`src/rtl/synthesijer_fconv_x2d_pipe.sv`:
```
// Four-stage integer to IEEE-754 binary64 converter with round-to-nearest-even.
// Signed or unsigned operands of WIDTH bits; nd/valid strobes, no stall.
module synthesijer_fconv_x2d_pipe #(
    parameter int WIDTH  = 64,
    parameter int SIGNED = 1
) (
    input  logic             clk,
    input  logic             reset,
    input  logic [WIDTH-1:0] a,
    input  logic             nd,
    output logic [63:0]      result,
    output logic             valid,
    output logic             inexact
);

    // S1: sign and magnitude
    logic        s1_v_q;
    logic        s1_sign_d, s1_sign_q;
    logic [63:0] s1_mag_d,  s1_mag_q;
    // S2: leading-one position
    logic        s2_v_q;
    logic        s2_sign_d, s2_sign_q;
    logic [63:0] s2_mag_d,  s2_mag_q;
    logic [5:0]  s2_p_d,    s2_p_q;
    logic        s2_zero_d, s2_zero_q;
    // S3: normalised mantissa with guard/sticky
    logic        s3_v_q;
    logic        s3_sign_d, s3_sign_q;
    logic [10:0] s3_exp_d,  s3_exp_q;
    logic [51:0] s3_mant_d, s3_mant_q;
    logic        s3_grd_d,  s3_grd_q;
    logic        s3_stk_d,  s3_stk_q;
    logic        s3_zero_d, s3_zero_q;
    // S4: rounded, packed output
    logic        valid_q;
    logic [63:0] result_d,  result_q;
    logic        inexact_d, inexact_q;

    logic             a_neg;
    logic [WIDTH-1:0] mag_w;
    logic [5:0]       lod;
    logic [62:0]      norm;
    logic             round_up;
    logic [52:0]      mant_sum;
    logic [10:0]      exp_r;

    always_comb begin
        a_neg     = (SIGNED != 0) && a[WIDTH-1];
        mag_w     = a_neg ? (~a + WIDTH'(1)) : a;
        s1_sign_d = s1_sign_q;
        s1_mag_d  = s1_mag_q;
        if (nd) begin
            s1_sign_d = a_neg;
            s1_mag_d  = 64'(mag_w);
        end
    end

    always_comb begin
        lod = 6'd0;
        for (int i = 0; i < 64; i++) begin
            if (s1_mag_q[i]) lod = 6'(i);
        end
        s2_sign_d = s2_sign_q;
        s2_mag_d  = s2_mag_q;
        s2_p_d    = s2_p_q;
        s2_zero_d = s2_zero_q;
        if (s1_v_q) begin
            s2_sign_d = s1_sign_q;
            s2_mag_d  = s1_mag_q;
            s2_p_d    = lod;
            s2_zero_d = ~|s1_mag_q;
        end
    end

    // The leading 1 lands on bit 63 after the shift and is implicit, so it is dropped.
    always_comb begin
        norm      = 63'(s2_mag_q << (6'd63 - s2_p_q));
        s3_sign_d = s3_sign_q;
        s3_exp_d  = s3_exp_q;
        s3_mant_d = s3_mant_q;
        s3_grd_d  = s3_grd_q;
        s3_stk_d  = s3_stk_q;
        s3_zero_d = s3_zero_q;
        if (s2_v_q) begin
            s3_sign_d = s2_sign_q;
            s3_exp_d  = 11'd1023 + {5'd0, s2_p_q};
            s3_mant_d = norm[62:11];
            s3_grd_d  = norm[10];
            s3_stk_d  = |norm[9:0];
            s3_zero_d = s2_zero_q;
        end
    end

    always_comb begin
        round_up  = s3_grd_q & (s3_stk_q | s3_mant_q[0]);
        mant_sum  = {1'b0, s3_mant_q} + {52'd0, round_up};
        exp_r     = mant_sum[52] ? (s3_exp_q + 11'd1) : s3_exp_q;
        result_d  = result_q;
        inexact_d = inexact_q;
        if (s3_v_q) begin
            result_d  = s3_zero_q ? 64'd0 : {s3_sign_q, exp_r, mant_sum[51:0]};
            inexact_d = ~s3_zero_q & (s3_grd_q | s3_stk_q);
        end
    end

    always_ff @(posedge clk or posedge reset) begin
        if (reset) begin
            s1_v_q    <= 1'b0;
            s2_v_q    <= 1'b0;
            s3_v_q    <= 1'b0;
            valid_q   <= 1'b0;
            s1_sign_q <= 1'b0;
            s1_mag_q  <= 64'd0;
            s2_sign_q <= 1'b0;
            s2_mag_q  <= 64'd0;
            s2_p_q    <= 6'd0;
            s2_zero_q <= 1'b0;
            s3_sign_q <= 1'b0;
            s3_exp_q  <= 11'd0;
            s3_mant_q <= 52'd0;
            s3_grd_q  <= 1'b0;
            s3_stk_q  <= 1'b0;
            s3_zero_q <= 1'b0;
            result_q  <= 64'd0;
            inexact_q <= 1'b0;
        end else begin
            s1_v_q    <= nd;
            s2_v_q    <= s1_v_q;
            s3_v_q    <= s2_v_q;
            valid_q   <= s3_v_q;
            s1_sign_q <= s1_sign_d;
            s1_mag_q  <= s1_mag_d;
            s2_sign_q <= s2_sign_d;
            s2_mag_q  <= s2_mag_d;
            s2_p_q    <= s2_p_d;
            s2_zero_q <= s2_zero_d;
            s3_sign_q <= s3_sign_d;
            s3_exp_q  <= s3_exp_d;
            s3_mant_q <= s3_mant_d;
            s3_grd_q  <= s3_grd_d;
            s3_stk_q  <= s3_stk_d;
            s3_zero_q <= s3_zero_d;
            result_q  <= result_d;
            inexact_q <= inexact_d;
        end
    end

    assign result  = result_q;
    assign valid   = valid_q;
    assign inexact = inexact_q;

endmodule
```
`config.mk`:
```
export PLATFORM = sky130hd
export DESIGN_NAME = synthesijer_fconv_x2d_pipe
export DESIGN_NICKNAME = d
export VERILOG_FILES = /design/src/rtl/synthesijer_fconv_x2d_pipe.sv
export SDC_FILE = /design/constraint.sdc
export NUM_CORES = 1
export LEC_CHECK = 0
export CORE_MARGIN = 2
export CORE_UTILIZATION = 28
export CTS_BUF_LIST = sky130_fd_sc_hd__clkbuf_8
export DETAILED_ROUTE_END_ITERATION = 10
export GPL_TIMING_DRIVEN = 0
export REMOVE_ABC_BUFFERS = 1
export SLEW_MARGIN = 5
export SYNTH_ARGS = -nofsm -noshare
export SYNTH_HDL_FRONTEND = slang
export SYNTH_SLANG_ARGS = --single-unit
```
`constraint.sdc`:
```
create_clock -name clk -period 7.85 [get_ports clk]
set_clock_uncertainty 0.05 [all_clocks]
set_input_delay 0.785 -clock clk [delete_from_list [all_inputs] [get_ports clk]]
set_output_delay 0.785 -clock clk [all_outputs]
set_load 0.02 [all_outputs]
```
==> reports/results.env <==
MAXCAPVIOLATIONS=0
CPMAXSTAGEDELAYCELL='sky130_fd_sc_hd__clkinv_1'
PLACEDCELLCOUNT=2564
CLOCK-SINKS=272
TIMING.HOLD.WORST_PATH_DEPTH=1
SYNTHTOLAYOUTAREAGROWTH_PCT=17.9
DRTITER0DRC=1394
CP_TOP_FAMILY='simple AND/OR/NAND/NOR gates'
GRT_USE_TOTAL=0.170
CRIT_CHAIN='clkinv_1 > nor2_1 > nand2_1 > nor2_1 > nor3_1 > o31ai_1'
MAX-CLOCK-PATH-BUFFERS=3
TRITONCTS='yes'
WORST_R2R_STARTPOINT='s2_v_q$_DFF_PP0_'
FINAL_STANDARD_CELL_COUNT_WITH_TAPS_INCLUDED_AND_FILLERS_EXCLUDED=2647
TIMING.FINAL.SETUP_VIOLATIONS=0
ASYNC_RESET_FF_FRAC=1.00
PLACEMENTROWS=91
CRITPATHCAPTURETYPE='flop'
CRITICAL_PATH.STARTPOINT_TYPE='flop'
DIE_AREA_MM2=0.0638
SYNTHFLOPTYPE='sky130_fd_sc_hd__dfrtp_1'
OVERFLOW=0
WORST_EP_ARRIVAL_TIME_PS=4070
FINAL_CELL_MIX='sky130_fd_sc_hd__dfrtp_1 (265), sky130_fd_sc_hd__nor2_1 (152), sky130_fd_sc_hd__nand2_1 (130), sky130_fd_sc_hd__clkdlybuf4s50_1 (130), sky130_fd_sc_hd__mux2_2 (109)'
POSTSYNTHAREAPERCELL_UM2=9.89
CP_MAX_FO=39
CTS.CLK_SLEW.WORST_PATHS_PS=60
CTSRESIZECOUNT=0
OUTCOME='complete, no violations'
INITIAL_CORE_UTIL=0.282
FINAL-MAX-SLEW-VIOLATION-COUNT=0
NETLIST-CELL-TYPE-COUNT=79
LAYOUT_COMMONEST_CELL='sky130_fd_sc_hd__dfrtp_1'
POSTCTS_SETUP_BUFS=0
HOLD_WS_PS=428
WHS_ENDPOINT='s3_sign_q$_DFFE_PP0P_'
KIND_OF_CRITICAL_PATH='flop to flop'
SYN-CELL-AREA_MM2=0.0173
NETLIST.TOP_CELL.BY_AREA='sky130_fd_sc_hd__dfrtp_1'
MOST_USED_CELL_CP='sky130_fd_sc_hd__nor2_1'
PORTBUFFERS=132
VDD_DROP_MAX_mV=0.0960
SYNTH_ENABLE_FLOP_CELLS=0
PERIOD_SHARE=0.456
SYNTH-SEQ-CELLS=272
REG2REG_DEPTH=6
POWER_DENSITY_mW_PER_MM2=244
CTS_BUFFERS=47
WORST_SKEW_PAIR.LATE_LATENCY_PS=640
DESIGN.FINAL.NETS=1895
FLOORPLAN.IO_PINS=133
PLACEABLECOREAREA_MM2=0.0614
ROUTEDWLPERCELL_UM=20.6
DRCVIOLATIONCOUNT=0
DRT-VIAS-PER-INSTANCE=5.40
DETAIL_ROUTE.FIRST_PASS.ITERATIONS=5
FINAL_HOLD_VIOL_COUNT=0
DELAY_OF_THE_SLOWEST_CELL_ON_THE_WORST_PATH_PS=1090
PIN_COUNT_OF_THE_BIGGEST_NET_ENTERING_GLOBAL_ROUTING=125
CTS_ROOT_BUFFER='sky130_fd_sc_hd__clkbuf_8'
CP.REQUIRED_PS=8330
TIMING.HOLD.WORST.START='s2_sign_q$_DFFE_PP0P_'
R2R_END='s3_mant_q[38]$_DFFE_PP0P_'
CRIT_BUF_INV=1
TIMING.FINAL.CRIT_PERIOD_PS=3580
FINAL_INSTANCE_AREA_MM2=0.0204
REPORTED_LEAKAGE_POWER_nW=8.05
ANTENNA_LEFT=0
POST_DP_CELL_AREA_MM2=0.0195
GRT_FIRST_PASS_WIRELENGTH_MM=85.0
FRACTION_OF_FINAL_LAYOUT_CELLS_WITH_DRIVE_STRENGTH_GREATER_THAN_1=0.146
SETUP.REG_TO_REG.WORST_SLACK_PS=4270
ANTENNA_FOUND_INITIAL=1
WORST_PIN_SLEW_PS=1220
CHIPHEIGHT_UM=253
YS_TOP_CELLS_BY_AREA='sky130_fd_sc_hd__dfrtp_1 (39%), sky130_fd_sc_hd__mux2_2 (7.1%), sky130_fd_sc_hd__mux4_2 (6.4%), sky130_fd_sc_hd__mux2i_1 (4.3%), sky130_fd_sc_hd__xor2_1 (4.0%)'
MAXCLOCKFREQUENCY_MHz=279
SLEW_HEADROOM=0.181
POST_DETAIL_PLACE_HPWL_MM=40.7
SYNTHESIS.YOSYS.WARNINGS=0
VIA_COUNT=14300
POST_SYNTH_INST_COUNT=1751
CTS-HOLD-FIX-BUFFERS=0
SYNTH_TOP_AREA_SHARE=0.393
GRT_PASS1_VIAS=14200
MIN_PATH_TYPE='flop to flop'
SYNTH-SEQ-AREA-SHARE=0.393
DIE_WIDTH_UM=253
ROUTED_WIRELENGTH_MM=54.4
ROUTABILITYCONGESTION=0.905
CTS.HTREE.LEVELS=2
GRT_SETUP_UNREPAIRED='no'
## cells in the mapped netlist, types with 6 or more instances
master and n:
sky130_fd_sc_hd__dfrtp_1 272, sky130_fd_sc_hd__nor2_1 153, sky130_fd_sc_hd__nand2_1 130, sky130_fd_sc_hd__mux2_2 109, sky130_fd_sc_hd__a21oi_1 108, sky130_fd_sc_hd__clkbuf_1 85, sky130_fd_sc_hd__xor2_1 79, sky130_fd_sc_hd__mux2i_1 75
sky130_fd_sc_hd__o21ai_0 52, sky130_fd_sc_hd__nand3_1 50, sky130_fd_sc_hd__mux4_2 49, sky130_fd_sc_hd__o31ai_1 46, sky130_fd_sc_hd__a22o_1 43, sky130_fd_sc_hd__xnor2_1 38, sky130_fd_sc_hd__inv_1 33, sky130_fd_sc_hd__nor3_1 29
sky130_fd_sc_hd__buf_2 27, sky130_fd_sc_hd__nand4_1 22, sky130_fd_sc_hd__nor4_1 20, sky130_fd_sc_hd__a211oi_1 19, sky130_fd_sc_hd__o2bb2ai_1 19, sky130_fd_sc_hd__or3_1 18, sky130_fd_sc_hd__and2_1 17, sky130_fd_sc_hd__o22ai_1 17
sky130_fd_sc_hd__or4_1 17, sky130_fd_sc_hd__nor2b_1 16, sky130_fd_sc_hd__o221ai_1 14, sky130_fd_sc_hd__and3_1 12, sky130_fd_sc_hd__nand2b_1 12, sky130_fd_sc_hd__o21ai_1 12, sky130_fd_sc_hd__a31oi_1 11, sky130_fd_sc_hd__a221oi_1 10
sky130_fd_sc_hd__o41ai_1 10, sky130_fd_sc_hd__a22oi_1 8, sky130_fd_sc_hd__and4_1 8, sky130_fd_sc_hd__o21a_1 7, sky130_fd_sc_hd__a221o_1 6, sky130_fd_sc_hd__a222oi_1 6, sky130_fd_sc_hd__buf_1 6
## worst register-to-register path, stage by stage, from the launching register on
cell	delay (ps)
sky130_fd_sc_hd__dfrtp_2	660
sky130_fd_sc_hd__clkinv_1	1100
sky130_fd_sc_hd__nor2_1	1020
sky130_fd_sc_hd__nand2_1	360
sky130_fd_sc_hd__nor2_1	180
sky130_fd_sc_hd__nor3_1	60
sky130_fd_sc_hd__o31ai_1	90
## metal layers
metal | vias up | track usage | wire (um)
met5 | - | 0 | 0
met4 | 0 | 0.0565 | 1410
met3 | 76 | 0.0268 | 2900
met2 | 424 | 0.272 | 25300
met1 | 7055 | 0.233 | 24800
li1 | 6751 | - | -
## flip-flops by register name, indices dropped and copies added, names as in the netlist, 6 cells and up
| name | count |
|---|---|
| s3_exp_q | 11 |
| s3_mant_q | 52 |
| s2_mag_q | 63 |
| result | 64 |
| s2_p_q | 6 |
| s1_mag_q | 64 |
## where the power goes
group	internal (mW)	switching [mW]	total [mW]	leakage (nW)
logic	0.770	0.872	1.64	4.35
clock network	0.720	0.598	1.32	0.555
registers	1.66	0.355	2.02	3.14
## kinds of logic after synthesis
family,share of synthesized area
flip-flops,0.393
multiplexers,0.178
AO/OA/AOI/OAI,0.179
AND/OR/NAND/NOR,0.150
XOR/XNOR,0.0592
adder cells (fa/ha/maj),0.00361
buffers and inverters,0.0371
## worst max-delay path by stage
stage,start,endpoint,slack [ps],cells past startpoint
finish,s2_v_q$_DFF_PP0_,s3_mant_q[38]$_DFFE_PP0P_,4270,6
floorplan,reset,inexact$_DFFE_PP0P_,-480,1
CTS,s3_mant_q[0]$_DFFE_PP0P_,result[59]$_DFFE_PP0P_,4210,9
detailed placement,a[8],s1_mag_q[49]$_DFFE_PP0P_,3820,7
global placement,reset,s1_mag_q[53]$_DFFE_PP0P_,-3940,2
global route,s2_v_q$_DFF_PP0_,s3_mant_q[38]$_DFFE_PP0P_,4030,6
## stage by stage
step	power (mW)	worst slack (ps)	TNS, ps	util
2_1_floorplan	2.98	-480	-130660	-
3_3_place_gp	3.65	-3940	-1064260	0.311
3_5_place_dp	3.67	3820	0	0.317
4_1_cts	5.01	4210	0	0.333
5_1_grt	5.25	4030	0	0.333
6_report	4.98	4270	0	0.333
## area by class of cell
type / count / area [um2]
fillers: 6243 / 40900
multi-input cells: 1322 / 9880
flip-flops and latches: 272 / 6830
repair buffers: 145 / 1640
well taps: 790 / 988
clock buffers: 57 / 785
clock inverters: 25 / 160
inverters: 35 / 140
diodes: 1 / 2.50
Power figures use the tool's default switching activity.
==> RTL change 1 (config.mk and constraints unchanged) <==
`WIDTH`: 64 -> 128.
--- a/src/rtl/synthesijer_fconv_x2d_pipe.sv
+++ b/src/rtl/synthesijer_fconv_x2d_pipe.sv
@@ -3,3 +3,3 @@
 module synthesijer_fconv_x2d_pipe #(
-    parameter int WIDTH  = 64,
+    parameter int WIDTH  = 128,
     parameter int SIGNED = 1
Ports: changed (resized a); port bits go from 133 to 197. The function was not compared with the original's and may differ.
==> RTL change 1 against the original RTL <==
- total power increased by 0.85%
- area after synthesis increased by 0.39%
- worst setup slack got worse by 0.017 ns
- wire length decreased by 0.32%
- sequential cell count unchanged
- design area increased by 0.89%
- critical endpoint is now result[60]
==> RTL change 1: results (changes against the original RTL) <==
place:
  dpl.hpwl_um: 40700  # about the same
  dp.cells: 2638  # +2.9%
  dpl-instance-area_um2: 19600  # +0.48%
  port_buffers: 133  # +0.76%
  place.gp.congestion: 0.869  # -3.9%
  dpl_worst_slack_ns: 3.57  # -0.244 ns
finish:
  seq_area_um2: 6830  # about the same
  num-nets-final: 1988  # +4.9%
  num-nonclk-buffers: 146  # +0.69%
  layout-drive-gt1-share_pct: 15.0  # +0.40 points
  fill_cells: 6307  # +1.0%
  multi_input_area_share_pct: 47.9  # -0.46 points
  inv_count: 50  # +43%
  n_antenna_cell: 0  # -1
  buffer_area_share_pct: 7.91  # -0.13 points
  clk_share_pct: 5.03  # +0.40 points
  fin_cells: 2723  # +2.9%
global_routing:
  antenna_found_initial: 0  # -1
  globalRouteMet3Util_pct: 2.38  # -0.29 points
  grt_pass1_vias: 14200  # +0.37%
  grt_usage_pct: 16.9  # -0.098 points
  gr-usage-met1_pct: 23.7  # +0.40 points
  use_met2_pct: 26.8  # -0.42 points
route:
  wl_met1_um: 25400  # +2.5%
  dr_total_vias: 14500  # +1.3%
  drtPass1Iterations: 6  # +1
  wl_um: 54200  # -0.32%
  dr.first_iter.drc_count: 1023  # -27%
critical_path:
  timing.critical_path.from: "s3_mant_q[0]"
  cpMaxStageDelayCell: "nor4_2"
  crit_fanout: 17  # -56%
  slowest_delay_ns: 0.75  # -0.34 ns
  ff2ff_setup_slack_ns: 4.25  # -0.02 ns
  reg2reg_depth: 9  # +3
  arrival_ns: 4.05  # -0.02 ns
min_path:
  worst_hold_path.num_cells: 0  # -1
  min_to: "valid"
  hp-start: "s3_v_q"
outcome:
  status: "finished clean"
power:
  leakage_uw: 0.00813  # +1.0%
  combPwrFrac_pct: 32.2  # -0.8 points
  ir_drop_v: 0.000108  # +13%
  p_total_uw: 5020  # +0.85%
  p_clk_share_pct: 28.2  # +1.7 points
  powerDensity_nw_per_um2: 244  # about the same
  power.switching_uw: 1820  # -0.49%
synthesis:
  ys_warn_count: 0  # unchanged
  synth_cells: 1781  # +1.7%
  synth_common_cells: "272 x dfrtp_1, 170 x nor2_1, 145 x nand2_1"
  ys_seq_area_share_pct: 39.2  # -0.15 points
timing:
  max_slew.worst_pin.slew_ns: 1.17  # -0.0484 ns
[RTL change 1: changes by cell type in the layout (fill, tap and decap cells not counted), moves of 12 or more]
cell,unedited run,this run
nor2_1,152,169
nand2_1,130,145
nand3_1,50,35
mux2i_1,75,61
nor3_1,29,43
xnor2_1,38,52
a21oi_1,108,121
nor4_1,20,33
nor2b_1,16,4
o21ai_0,52,64
[RTL change 1: kinds of logic after synthesis]
logic type               Yosys count  synth area share (%)
AND/OR/NAND/NOR                  533                  14.8
adder cells (fa/ha/maj)            5                 0.360
buffers and inverters            176                  4.12
XOR/XNOR                         122                  6.15
flip-flops                       272                  39.2
AO/OA/AOI/OAI                    451                  17.9
multiplexers                     222                  17.5
[RTL change 1: per-stage QoR]
step / util (%) / hold WS [ns] / TNS [ns]
after floorplan: - / 0.345 / -130.66
after global placement: 31.2 / 0.370 / -1054.03
after detailed placement: 31.8 / 0.402 / 0
after CTS: 33.4 / 0.425 / 0
after global routing: 33.4 / 0.443 / 0
final: 33.4 / 0.415 / 0
==> RTL change 2 (config.mk and constraints unchanged) <==
Without the edit above. The output `valid` loses its register stage (`valid_q` becomes a continuous assignment).
--- a/src/rtl/synthesijer_fconv_x2d_pipe.sv
+++ b/src/rtl/synthesijer_fconv_x2d_pipe.sv
@@ -110,3 +110,2 @@
             s3_v_q    <= 1'b0;
-            valid_q   <= 1'b0;
             s1_sign_q <= 1'b0;
@@ -129,3 +128,2 @@
             s3_v_q    <= s2_v_q;
-            valid_q   <= s3_v_q;
             s1_sign_q <= s1_sign_d;
@@ -147,2 +145,4 @@
 
+    assign valid_q = s3_v_q;
+
     assign result  = result_q;
Behaviour: not the same (a bounded check fails within 4 cycles, from zero or initial values and one cycle with reset high).
==> RTL change 2 against the original RTL <==
- design area grew 0.28%
- hold slack gained 0.0056 ns
- wire length is essentially flat
- area after synthesis shrank 0.14%
- worst setup slack lost 0.077 ns
- total power grew 1.8%
- count of clock-buffer cells in the layout grew 5
- non-clock buffer count is the same
- sequential cell count shrank 1
- via count grew 1.5%
- critical path type unchanged
- highest routed layer unchanged
==> RTL change 2: results (changes against the original RTL) <==
outcome:
  status: "finished clean"
route:
  dr_total_vias: 14500  # +1.5%
  wl_per_cell_um: 20.6  # about the same
  drtPass1Iterations: 7  # +2
cts:
  cts.sinks: 271  # -0.37%
  clk_latency_ns: 0.62  # -0.02 ns
  cts_buffers: 48  # +2.1%
min_path:
  worst_hold_path.num_cells: 2  # +1
  hp-start: "result[60]"
synthesis:
  synth_compound_area_share_pct: 17.9  # +0.026 points
  netlist_top_cells_area: "dfrtp_1 39%, mux2_2 7.1%, mux4_2 6.4%, mux2i_1 4.3%, xor2_1 4.0%"
  synthMuxAreaShare_pct: 17.8  # +0.026 points
  ys_seq_area_share_pct: 39.2  # -0.088 points
  synthAdderAreaFrac_pct: 0.362  # +0.00052 points
  synth_common_cells: "271 x dfrtp_1, 153 x nor2_1, 130 x nand2_1"
  synthXorXnorAreaFrac_pct: 5.93  # +0.0086 points
critical_path:
  crit_fanout: 12  # -69%
  r2r-end: "result[61]"
  timing.critical_path.from: "s3_mant_q[0]"
  arrival_ns: 4.15  # +0.08 ns
  reg2reg_depth: 9  # +3
timing:
  hold_ws_ns: 0.433  # +0.00561 ns
  max_slew.worst_pin.slew_ns: 1.19  # -0.0266 ns
global_routing:
  grt_pass1_wl_um: 85300  # +0.37%
  grt_start_max_net_pins: 128  # +2.4%
  grt_usage_pct: 17.0  # about the same
  antenna_found_initial: 0  # -1
  grt_pass1_vias: 14200  # +0.28%
finish:
  n_antenna_cell: 0  # -1
  layout-drive-gt1-share_pct: 15.2  # +0.64 points
  multi_input_area_share_pct: 48.2  # -0.14 points
  buffer_area_share_pct: 7.98  # -0.059 points
  sh_seq_area_pct: 33.2  # -0.22 points
  clk_share_pct: 5.07  # +0.44 points
place:
  dpl_worst_slack_ns: 3.77  # -0.0438 ns
  place.gp.congestion: 0.935  # +3.3%
  dpl.hpwl_um: 40900  # +0.60%
power:
  ir_drop_v: 0.000124  # +29%
  leakage_uw: 0.00804  # about the same
-- RTL change 2: cell types whose count changed after synthesis, sizes merged --
| cell | before | now |
|---|---|---|
| dfrtp | 272 | 271 |
-- RTL change 2: critical path, cell delays in order, from the launching register on --
cell,delay [ns]
dfrtp_1,0.39
o21a_1,0.15
ha_1,0.16
ha_1,0.20
nand2_1,0.16
or3_1,0.56
nor4_4,0.82
nand3_1,0.43
or4_1,0.58
nand3_1,0.09
-- RTL change 2: how the worst max path moves through the flow --
stage	to
floorplan	inexact
global placement	s1_mag_q[55]
detailed placement	s1_mag_q[49]
CTS	result[61]
global route	s3_mant_q[38]
finish	result[61]
-- RTL change 2: metrics by stage --
step           cell area [um2]  instances
3_5_place_dp             19400       2563
2_1_floorplan            16800       1628
4_1_cts                  20500       2647
5_1_grt                  20500       2647
6_report                 20500       2647
3_3_place_gp             19100       2550
-- RTL change 2: routing by layer --
metal	vias up	wire [um]	global-route usage [%]
li1	6775	-	-
met2	456	25300	27.2
met3	71	2960	2.71
met1	7217	24800	23.5
met5	-	0	0
met4	0	1320	5.12
-- RTL change 2: cell families (layout without fill, tap and decap cells) --
family / count (synthesis) / count (layout)
AND/OR/NAND/NOR: 526 / 526
XOR/XNOR: 117 / 117
AO/OA/AOI/OAI: 441 / 441
multiplexers: 233 / 233
buffers and inverters: 157 / 264
adder cells (fa/ha/maj): 5 / 5
flip-flops: 271 / 271
-- RTL change 2: where the power goes --
| group | total, uW | leakage, uW | internal, uW | switching, uW |
|---|---|---|---|---|
| clock network | 1420 | 0.000567 | 807 | 610 |
| registers | 2010 | 0.00313 | 1660 | 350 |
| logic | 1640 | 0.00435 | 768 | 874 |
| total | 5070 | 0.00804 | 3230 | 1830 |
